**src/rtl/vx_alu_dp4a_iter_pkg.sv**
```systemverilog
// Shared types and helpers for the iterative DP4A processing element.
package vx_alu_dp4a_iter_pkg;

  localparam int unsigned DP4A_BYTES = 4;

  typedef enum logic [1:0] {
    StIdle,
    StCompute,
    StResp
  } dp4a_state_e;

  // A byte becomes a 9-bit two's complement operand, so both signednesses share one multiplier.
  function automatic logic signed [8:0] dp4a_ext8(input logic [7:0] b, input logic is_signed);
    return {is_signed & b[7], b};
  endfunction

endpackage

```
**src/rtl/vx_dp4a_lane.sv**
```systemverilog
// One combinational DP4A lane: rs3 plus the sum of four byte products, modulo 2^32.
module vx_dp4a_lane
  import vx_alu_dp4a_iter_pkg::*;
(
  input  logic [31:0] rs1_i,
  input  logic [31:0] rs2_i,
  input  logic [31:0] rs3_i,
  input  logic        is_signed_i,
  output logic [31:0] res_o
);

  logic signed [17:0] prod;
  logic [31:0]        acc;

  always_comb begin
    acc  = rs3_i;
    prod = '0;
    for (int k = 0; k < DP4A_BYTES; k++) begin
      prod = dp4a_ext8(rs1_i[8*k +: 8], is_signed_i) * dp4a_ext8(rs2_i[8*k +: 8], is_signed_i);
      acc  = acc + {{14{prod[17]}}, prod};
    end
    res_o = acc;
  end

endmodule

```
**src/rtl/vx_alu_dp4a_iter.sv**
```systemverilog
// Iterative DP4A PE: latches one request, walks the lanes LANES_PER_CYCLE at a time, then commits.
module vx_alu_dp4a_iter
  import vx_alu_dp4a_iter_pkg::*;
#(
  parameter int unsigned NUM_LANES       = 4,
  parameter int unsigned LANES_PER_CYCLE = 1,
  parameter int unsigned XLEN            = 32,
  parameter int unsigned UUID_W          = 44,
  parameter int unsigned WID_W           = 2,
  parameter int unsigned RD_W            = 5,
  parameter int unsigned PID_W           = 1
) (
  input  logic                      clk,
  input  logic                      reset,

  input  logic                      exe_valid,
  output logic                      exe_ready,
  input  logic [UUID_W-1:0]         exe_uuid,
  input  logic [WID_W-1:0]          exe_wid,
  input  logic [NUM_LANES-1:0]      exe_tmask,
  input  logic [XLEN-1:0]           exe_pc,
  input  logic [RD_W-1:0]           exe_rd,
  input  logic                      exe_wb,
  input  logic                      exe_signed,
  input  logic [PID_W-1:0]          exe_pid,
  input  logic                      exe_sop,
  input  logic                      exe_eop,
  input  logic [NUM_LANES*XLEN-1:0] exe_rs1,
  input  logic [NUM_LANES*XLEN-1:0] exe_rs2,
  input  logic [NUM_LANES*XLEN-1:0] exe_rs3,

  output logic                      cmt_valid,
  input  logic                      cmt_ready,
  output logic [UUID_W-1:0]         cmt_uuid,
  output logic [WID_W-1:0]          cmt_wid,
  output logic [NUM_LANES-1:0]      cmt_tmask,
  output logic [XLEN-1:0]           cmt_pc,
  output logic [RD_W-1:0]           cmt_rd,
  output logic                      cmt_wb,
  output logic [PID_W-1:0]          cmt_pid,
  output logic                      cmt_sop,
  output logic                      cmt_eop,
  output logic [NUM_LANES*XLEN-1:0] cmt_data
);

  localparam int unsigned CNT_W = (NUM_LANES > 1) ? $clog2(NUM_LANES) : 1;

  typedef struct packed {
    logic [UUID_W-1:0]    uuid;
    logic [WID_W-1:0]     wid;
    logic [NUM_LANES-1:0] tmask;
    logic [XLEN-1:0]      pc;
    logic [RD_W-1:0]      rd;
    logic                 wb;
    logic [PID_W-1:0]     pid;
    logic                 sop;
    logic                 eop;
  } dp4a_hdr_t;

  dp4a_state_e      state_q, state_d;
  logic [CNT_W-1:0] lane_cnt_q, lane_cnt_d;
  dp4a_hdr_t        hdr_q;
  logic             signed_q;
  logic [XLEN-1:0]  rs1_q [NUM_LANES];
  logic [XLEN-1:0]  rs2_q [NUM_LANES];
  logic [XLEN-1:0]  rs3_q [NUM_LANES];
  logic [XLEN-1:0]  res_q [NUM_LANES];

  logic             exe_fire;
  logic             last_grp;
  dp4a_hdr_t        exe_hdr;

  assign exe_ready = (state_q == StIdle);
  assign cmt_valid = (state_q == StResp);
  assign exe_fire  = exe_valid & exe_ready;
  assign last_grp  = (lane_cnt_q == CNT_W'(NUM_LANES - LANES_PER_CYCLE));

  assign exe_hdr = '{
    uuid:  exe_uuid,
    wid:   exe_wid,
    tmask: exe_tmask,
    pc:    exe_pc,
    rd:    exe_rd,
    wb:    exe_wb,
    pid:   exe_pid,
    sop:   exe_sop,
    eop:   exe_eop
  };

  always_comb begin
    state_d    = state_q;
    lane_cnt_d = lane_cnt_q;
    unique case (state_q)
      StIdle: begin
        if (exe_valid) begin
          state_d    = StCompute;
          lane_cnt_d = '0;
        end
      end
      StCompute: begin
        lane_cnt_d = lane_cnt_q + CNT_W'(LANES_PER_CYCLE);
        if (last_grp) state_d = StResp;
      end
      StResp: begin
        if (cmt_ready) state_d = StIdle;
      end
      default: state_d = StIdle;
    endcase
  end

  // Lane group currently being evaluated; the index wraps only after the final group.
  logic [CNT_W-1:0] grp_idx [LANES_PER_CYCLE];
  logic [XLEN-1:0]  grp_res [LANES_PER_CYCLE];

  for (genvar g = 0; g < LANES_PER_CYCLE; g++) begin : g_lane
    logic [31:0] lane_res;

    assign grp_idx[g] = lane_cnt_q + CNT_W'(g);

    vx_dp4a_lane u_lane (
      .rs1_i       (rs1_q[grp_idx[g]][31:0]),
      .rs2_i       (rs2_q[grp_idx[g]][31:0]),
      .rs3_i       (rs3_q[grp_idx[g]][31:0]),
      .is_signed_i (signed_q),
      .res_o       (lane_res)
    );

    assign grp_res[g] = !hdr_q.tmask[grp_idx[g]] ? '0 :
                        signed_q ? XLEN'($signed(lane_res)) : XLEN'(lane_res);
  end

  always_ff @(posedge clk) begin
    if (reset) begin
      state_q    <= StIdle;
      lane_cnt_q <= '0;
      hdr_q      <= '0;
      signed_q   <= 1'b0;
      for (int l = 0; l < NUM_LANES; l++) begin
        rs1_q[l] <= '0;
        rs2_q[l] <= '0;
        rs3_q[l] <= '0;
        res_q[l] <= '0;
      end
    end else begin
      state_q    <= state_d;
      lane_cnt_q <= lane_cnt_d;
      if (exe_fire) begin
        hdr_q    <= exe_hdr;
        signed_q <= exe_signed;
        for (int l = 0; l < NUM_LANES; l++) begin
          rs1_q[l] <= exe_rs1[l*XLEN +: XLEN];
          rs2_q[l] <= exe_rs2[l*XLEN +: XLEN];
          rs3_q[l] <= exe_rs3[l*XLEN +: XLEN];
        end
      end
      if (state_q == StCompute) begin
        for (int g = 0; g < LANES_PER_CYCLE; g++) begin
          res_q[grp_idx[g]] <= grp_res[g];
        end
      end
    end
  end

  assign cmt_uuid  = hdr_q.uuid;
  assign cmt_wid   = hdr_q.wid;
  assign cmt_tmask = hdr_q.tmask;
  assign cmt_pc    = hdr_q.pc;
  assign cmt_rd    = hdr_q.rd;
  assign cmt_wb    = hdr_q.wb;
  assign cmt_pid   = hdr_q.pid;
  assign cmt_sop   = hdr_q.sop;
  assign cmt_eop   = hdr_q.eop;

  always_comb begin
    cmt_data = '0;
    for (int l = 0; l < NUM_LANES; l++) begin
      cmt_data[l*XLEN +: XLEN] = res_q[l];
    end
  end

endmodule

```
**config.mk**
```make
export PLATFORM = sky130hd
export DESIGN_NAME = vx_alu_dp4a_iter
export DESIGN_NICKNAME = d
export VERILOG_FILES = /design/src/rtl/vx_alu_dp4a_iter_pkg.sv /design/src/rtl/vx_dp4a_lane.sv /design/src/rtl/vx_alu_dp4a_iter.sv
export SDC_FILE = /design/constraint.sdc
export NUM_CORES = 2
export LEC_CHECK = 0
export ABC_AREA = 1
export BUFFER_PORTS_ARGS = -buffer_cell sky130_fd_sc_hd__buf_2
export CAP_MARGIN = 20
export CORE_MARGIN = 3
export CORE_UTILIZATION = 30
export CTS_CLUSTER_SIZE = 8
export DETAILED_ROUTE_END_ITERATION = 16
export PLACE_DENSITY = 0.51
export SYNTH_ARGS = -nofsm -noshare
export SYNTH_HDL_FRONTEND = slang
export SYNTH_HIERARCHICAL = 1
export SYNTH_SLANG_ARGS = --single-unit
```
**constraint.sdc**
```tcl
create_clock -name clk -period 13.5 [get_ports clk]
set_clock_uncertainty 0.15 [all_clocks]
set_input_delay 0.675 -clock clk [delete_from_list [all_inputs] [get_ports clk]]
set_output_delay 0.675 -clock clk [all_outputs]
set_load 0.03 [all_outputs]
```
# Word level (Yosys, flattened, before mapping)
# Memory sizes are Yosys's and may differ from the RTL's. A register that Yosys moved wholly into a read port is not among the register bits.
# Cells that the tools add are included.
# W data, S select, Z words.
word_totals:
  inputBits: 480
  output_inout_bits: 221
  regBits: 96
  memories: 4
  ramBits: 512
memory_table:
  columns: ["name", "depth", "word_bits", "read_ports", "rd_clocked_by_memory_dff", "write_ports", "line", "text"]
  rows:
  - ["res_q", 4, 32, 4, 0, 4, "vx_alu_dp4a_iter.sv:67", "logic [XLEN-1:0] res_q [NUM_LANES];"]
  - ["rs1_q", 4, 32, 1, 1, 4, "vx_alu_dp4a_iter.sv:64", "logic [XLEN-1:0] rs1_q [NUM_LANES];"]
  - ["rs2_q", 4, 32, 1, 1, 4, "vx_alu_dp4a_iter.sv:65", "logic [XLEN-1:0] rs2_q [NUM_LANES];"]
  - ["rs3_q", 4, 32, 1, 1, 4, "vx_alu_dp4a_iter.sv:66", "logic [XLEN-1:0] rs3_q [NUM_LANES];"]
classes:
  n_reduce_logical: 5
  n_bitwise: 21
  n_eq_ne: 6
  n_mul: 4
  n_lt_le_gt_ge: 1
  add_sub_neg: 5
  muxes: 38
ops:
  columns: ["operator", "n"]
  rows:
  - ["$mux W32", 14]
  - ["$add A32 B32 Y32", 4]
  - ["$mul A9 B9 Y18", 4]
  - ["$reduce_or A32 Y1", 1]
  - ["$mux W2", 11]
  - ["$or A1 B1 Y1", 12]
  - ["$mux W1", 10]
  - ["$and A1 B1 Y1", 9]
  - ["$pmux W2 S3", 1]
  - ["$eq A2 B2 Y1 const B", 2]
  - ["$ne A2 B2 Y1 const B", 2]
  - ["$pmux W2 S2", 1]
  - ["$lt A2 B3 Y1 const B", 1]
  - ["$reduce_and A3 Y1", 1]
  - ["$add A2 B1 Y2 const B", 1]
  - ["$bmux W1 S2", 1]
  - ["$eq A2 B1 Y1 const B", 1]
  - ["$logic_not A2 Y1", 1]
  - ["$ne A2 B1 Y1 const B", 1]
  - ["$reduce_and A2 Y1", 1]
  - ["$reduce_bool A2 Y1", 1]

# Depth between registers and ports, before layout
logic_depth:
  depth_word: 8
  depth_mapped: 50

# Hierarchy
# The synthesis kept the hierarchy.
by_module_without_submodules:
  columns: ["module", "n_inst", "area_per_inst_um2", "seq_area_each_um2", "cells_each"]
  rows:
  - ["vx_alu_dp4a_iter", 1, 25333.0, 17336.6, 2491]
  - ["vx_dp4a_lane", 1, 16625.9, 0.0, 2159]

# Worst setup path after synthesis
# No wires, ideal clock.
synth_timing:
  path_kind: "reg2reg"
  start: "reg state_q[0]"
  end: "reg with a tool-made name"
  setup_time_ns: 0.544
  stages_incl_launch_ff: 6
  synth_period_minus_slack_ns: 10.530
  arrival_ns: 9.836
  setup_slack_ns: 2.970
  path_cell_list: "dfxtp_1 nor2_2 nand2_1 buf_2 nand2_1 o21ai_0"
synth_rtl:
  columns: ["element", "line", "text"]
  rows:
  - ["from (decl)", "vx_alu_dp4a_iter.sv:60", "dp4a_state_e state_q, state_d;"]
  - ["from (signal assigned)", "vx_alu_dp4a_iter.sv:134", "state_q <= StIdle;"]
  - ["from (signal assigned)", "vx_alu_dp4a_iter.sv:145", "state_q <= state_d;"]

==> results.md <==
* Vias in the first global route at 34005
* DRT Pass-1 Iters at 5
* Routed length per instance at 18.9 µm
* CTS Buffer Depth at 3
* Worst reg2reg path endpoint: res_q[0][30]
* Class of the worst hold path: in -> reg
* DR DRC count at 0
* FP Rows at 136
* First-pass GRT wire length at 205000 µm
* Die area at 0.144 mm²
* Top-Level Pins at around 700
* Outcome: finished, final reports clean
* Setup TNS at 0 ps
* Gate Count Post-Synth at about 4700
* Main synth FF type: edfxtp_1
* Pre-CTS WS at 2410 ps
* Cts hold-fix bufs at 0
* Buffers & Inverters on Critical Path at 8
* Dpl hpwl at 105000 µm
* Synth Warn # at 6
* Fin cells at 7187
* Setup crit end kind: flip-flop
* Effective utilization at floorplan at a little under a third
* Slew @ Worst Pin at 1140 ps
* Delay-heaviest family, CP: adder cells
* Crit-path max FO at 125
* Core area at approximately 0.14 mm²
* Hold endpoint: cmt_pc[16]
* Ratio of final minimum period to clock period at 81.7%
* Final net count at 6330
* CTS Sinks at 610
* Clk root buf: clkbuf_16
* Crit path kind: reg -> reg
* Number of routed nets with antenna violations at 0
* CP Data Required Time at 13760 ps
* CP max-delay cell: inv_6
* PostCTS Resize Cnt at 0
* WL final at ~140000 µm
* Cell count along the critical path at 37
* Critical Path AT at 11290 ps
* Final WS setup at roughly 2500 ps
* Fin. Hold Viols at 0
* Fmax at 90.7 MHz
* Area Overhead vs Synth at 19.1%
* Synth cell types at 44
* DIE WIDTH at between 300 and 400 µm
* Final Setup Violations at 0
* Fin. max-slew vios at 0
* Grt ovf at 0
* CTS tree: built
* Vias at 32270
* Placed Cells incl. Taps at 7064
* R2R depth at 37
* Critical hold path startpoint: exe_pc[16]
* Depth of the worst hold-timing path at 3
* Initial drt markers at 2098
* Slew HR at 24.0%
* Share of post-route cells with drive strength above 1 at 17.5%
* Clock insertion delay at the later pin of the skew report at between 600 and 700 ps
* Max_cap viols at 0
* RSZ-0062 raised after global routing: false
* Min Tclk post-route at 11030 ps
* Clk slew on worst S/H paths at 50 ps
* Gr usage total at 18.6%
* DIE HEIGHT at 380 µm
* Antenna violations before repair at 15
* Routability Congestion at 0.888
* Postcts setup bufs at 0
* Startpoint types: flip-flop
* # fillers at 14386
* Vias per cell at 4.49
* Ys async rst share at 0%
* Most frequent CP cell: fa_1
* Htree depth at 3
* Number of CTS-inserted buffers at 88
* Seq/Total Area, Yosys at 41.3%
* Slowest stage delay, CP at 710 ps
* Reg2reg setup slack at 2470 ps
* Largest net degree at the start of global routing at 175
* IO buf count at 700
* Mapped Area at 0.0420 mm²
* EDFF count, synth at 512
* Avg Inst Size Synth at 9.02 µm²
* Syn Nets at 5687
* #FFs+latches synth at 610
[how the worst max path moves through the flow]
stage	from	end
6_report	flip-flop	res_q[0][30]
5_1_grt	flip-flop	res_q[2][31]
4_1_cts	flip-flop	res_q[2][30]
3_5_place_dp	flip-flop	res_q[2][30]
3_3_place_gp	flip-flop	res_q[0][30]
2_1_floorplan	state_q[0]	flip-flop
[cell families (layout without fill, tap and decap cells)]
logic type / count (synthesis) / in the layout / share of synthesized area (%)
adders and majority gates: 557 / 557 / 23.3
and+or+nand+nor: 1541 / 1541 / 14.7
AOI/OAI and AO/OA: 517 / 517 / 6.71
xor gates and xnor gates: 81 / 81 / 1.69
buffers and inverters: 1344 / 2010 / 12.3
DFF: 610 / 610 / 41.3
other: 0 / 8 / 0
[cell usage after synthesis, types with 75 or more instances]
cell	instances	share of area (%)
nand2_1	519	4.6
nand3_1	185	2.2
buf_2	86	1.0
dfxtp_1	98	4.7
o21ai_0	296	3.5
fa_1	372	18
clkbuf_1	126	1.1
edfxtp_1	512	37
inv_1	1124	10
ha_1	185	5.5
o22ai_1	97	1.4
nor2_1	780	7.0
a21oi_1	75	0.89
[per-layer routing]
| metal | routed length (µm) | part of all wire (%) | global-route usage [%] | up-vias |
|---|---|---|---|---|
| met5 | 13 | 0.0096 | 0 | - |
| met4 | 3250 | 2.4 | 4.92 | 2 |
| met3 | 6120 | 4.5 | 2.52 | 151 |
| met2 | 67300 | 50 | 32.2 | 790 |
| met1 | 58900 | 43 | 24.4 | 15783 |
| li1 | - | - | - | 15544 |
[final cells by class]
type	instances	area (µm²)	area share (%)
Inverter	1126	4230	8.47
Tap cell	1863	2330	4.66
Timing Repair Buffer	771	4080	8.17
Sequential cell	610	17300	34.7
Clock buffer	101	2250	4.50
Antenna cell	8	20.0	0.0401
Multi-Input combinational cell	2696	19500	39.0
Clock inverter	12	204	0.408
[flip-flops by register name (all words and copies together) (netlist names), named ones only]
register and cells:
cmt_eop 1, cmt_pc 32, cmt_pid 1, cmt_rd 5
cmt_sop 1, cmt_tmask 4, cmt_uuid 44, cmt_wb 1
cmt_wid 2, lane_cnt_q 2, res_q 128, rs1_q 128
rs2_q 128, rs3_q 128, signed_q 1, state_q 2
[cell usage in the layout (no fill, tap or decap), types with 13 or more instances in the layout]
cell type and n:
a21oi_1 75, buf_2 700, buf_4 68, clkbuf_1 13
clkbuf_16 88, dfxtp_1 96, edfxtp_1 512, fa_1 372
ha_1 185, inv_1 1122, nand2_1 515, nand3_1 185
nor2_1 780, o21ai_0 296, o22ai_1 95, or2_2 17
xnor2_1 31, xor2_1 50
[worst min-delay path, delay by kind of cell]
family                 cells  cell delay [ps]
buffers and inverters      2              140
AO/OA/AOI/OAI              1               50
[stage by stage]
step           utilization [%]  hold slack, ps  area, µm²
2_1_floorplan                -             301      42000
3_3_place_gp              34.4             310      47500
3_5_place_dp              34.4             316      47500
4_1_cts                   36.1            14.9      49900
5_1_grt                   36.2            48.8      50000
6_report                  36.2            81.6      50000
Power is not shown: default switching activity piles up to over one toggle a cycle in this logic, so the estimate is an artifact.
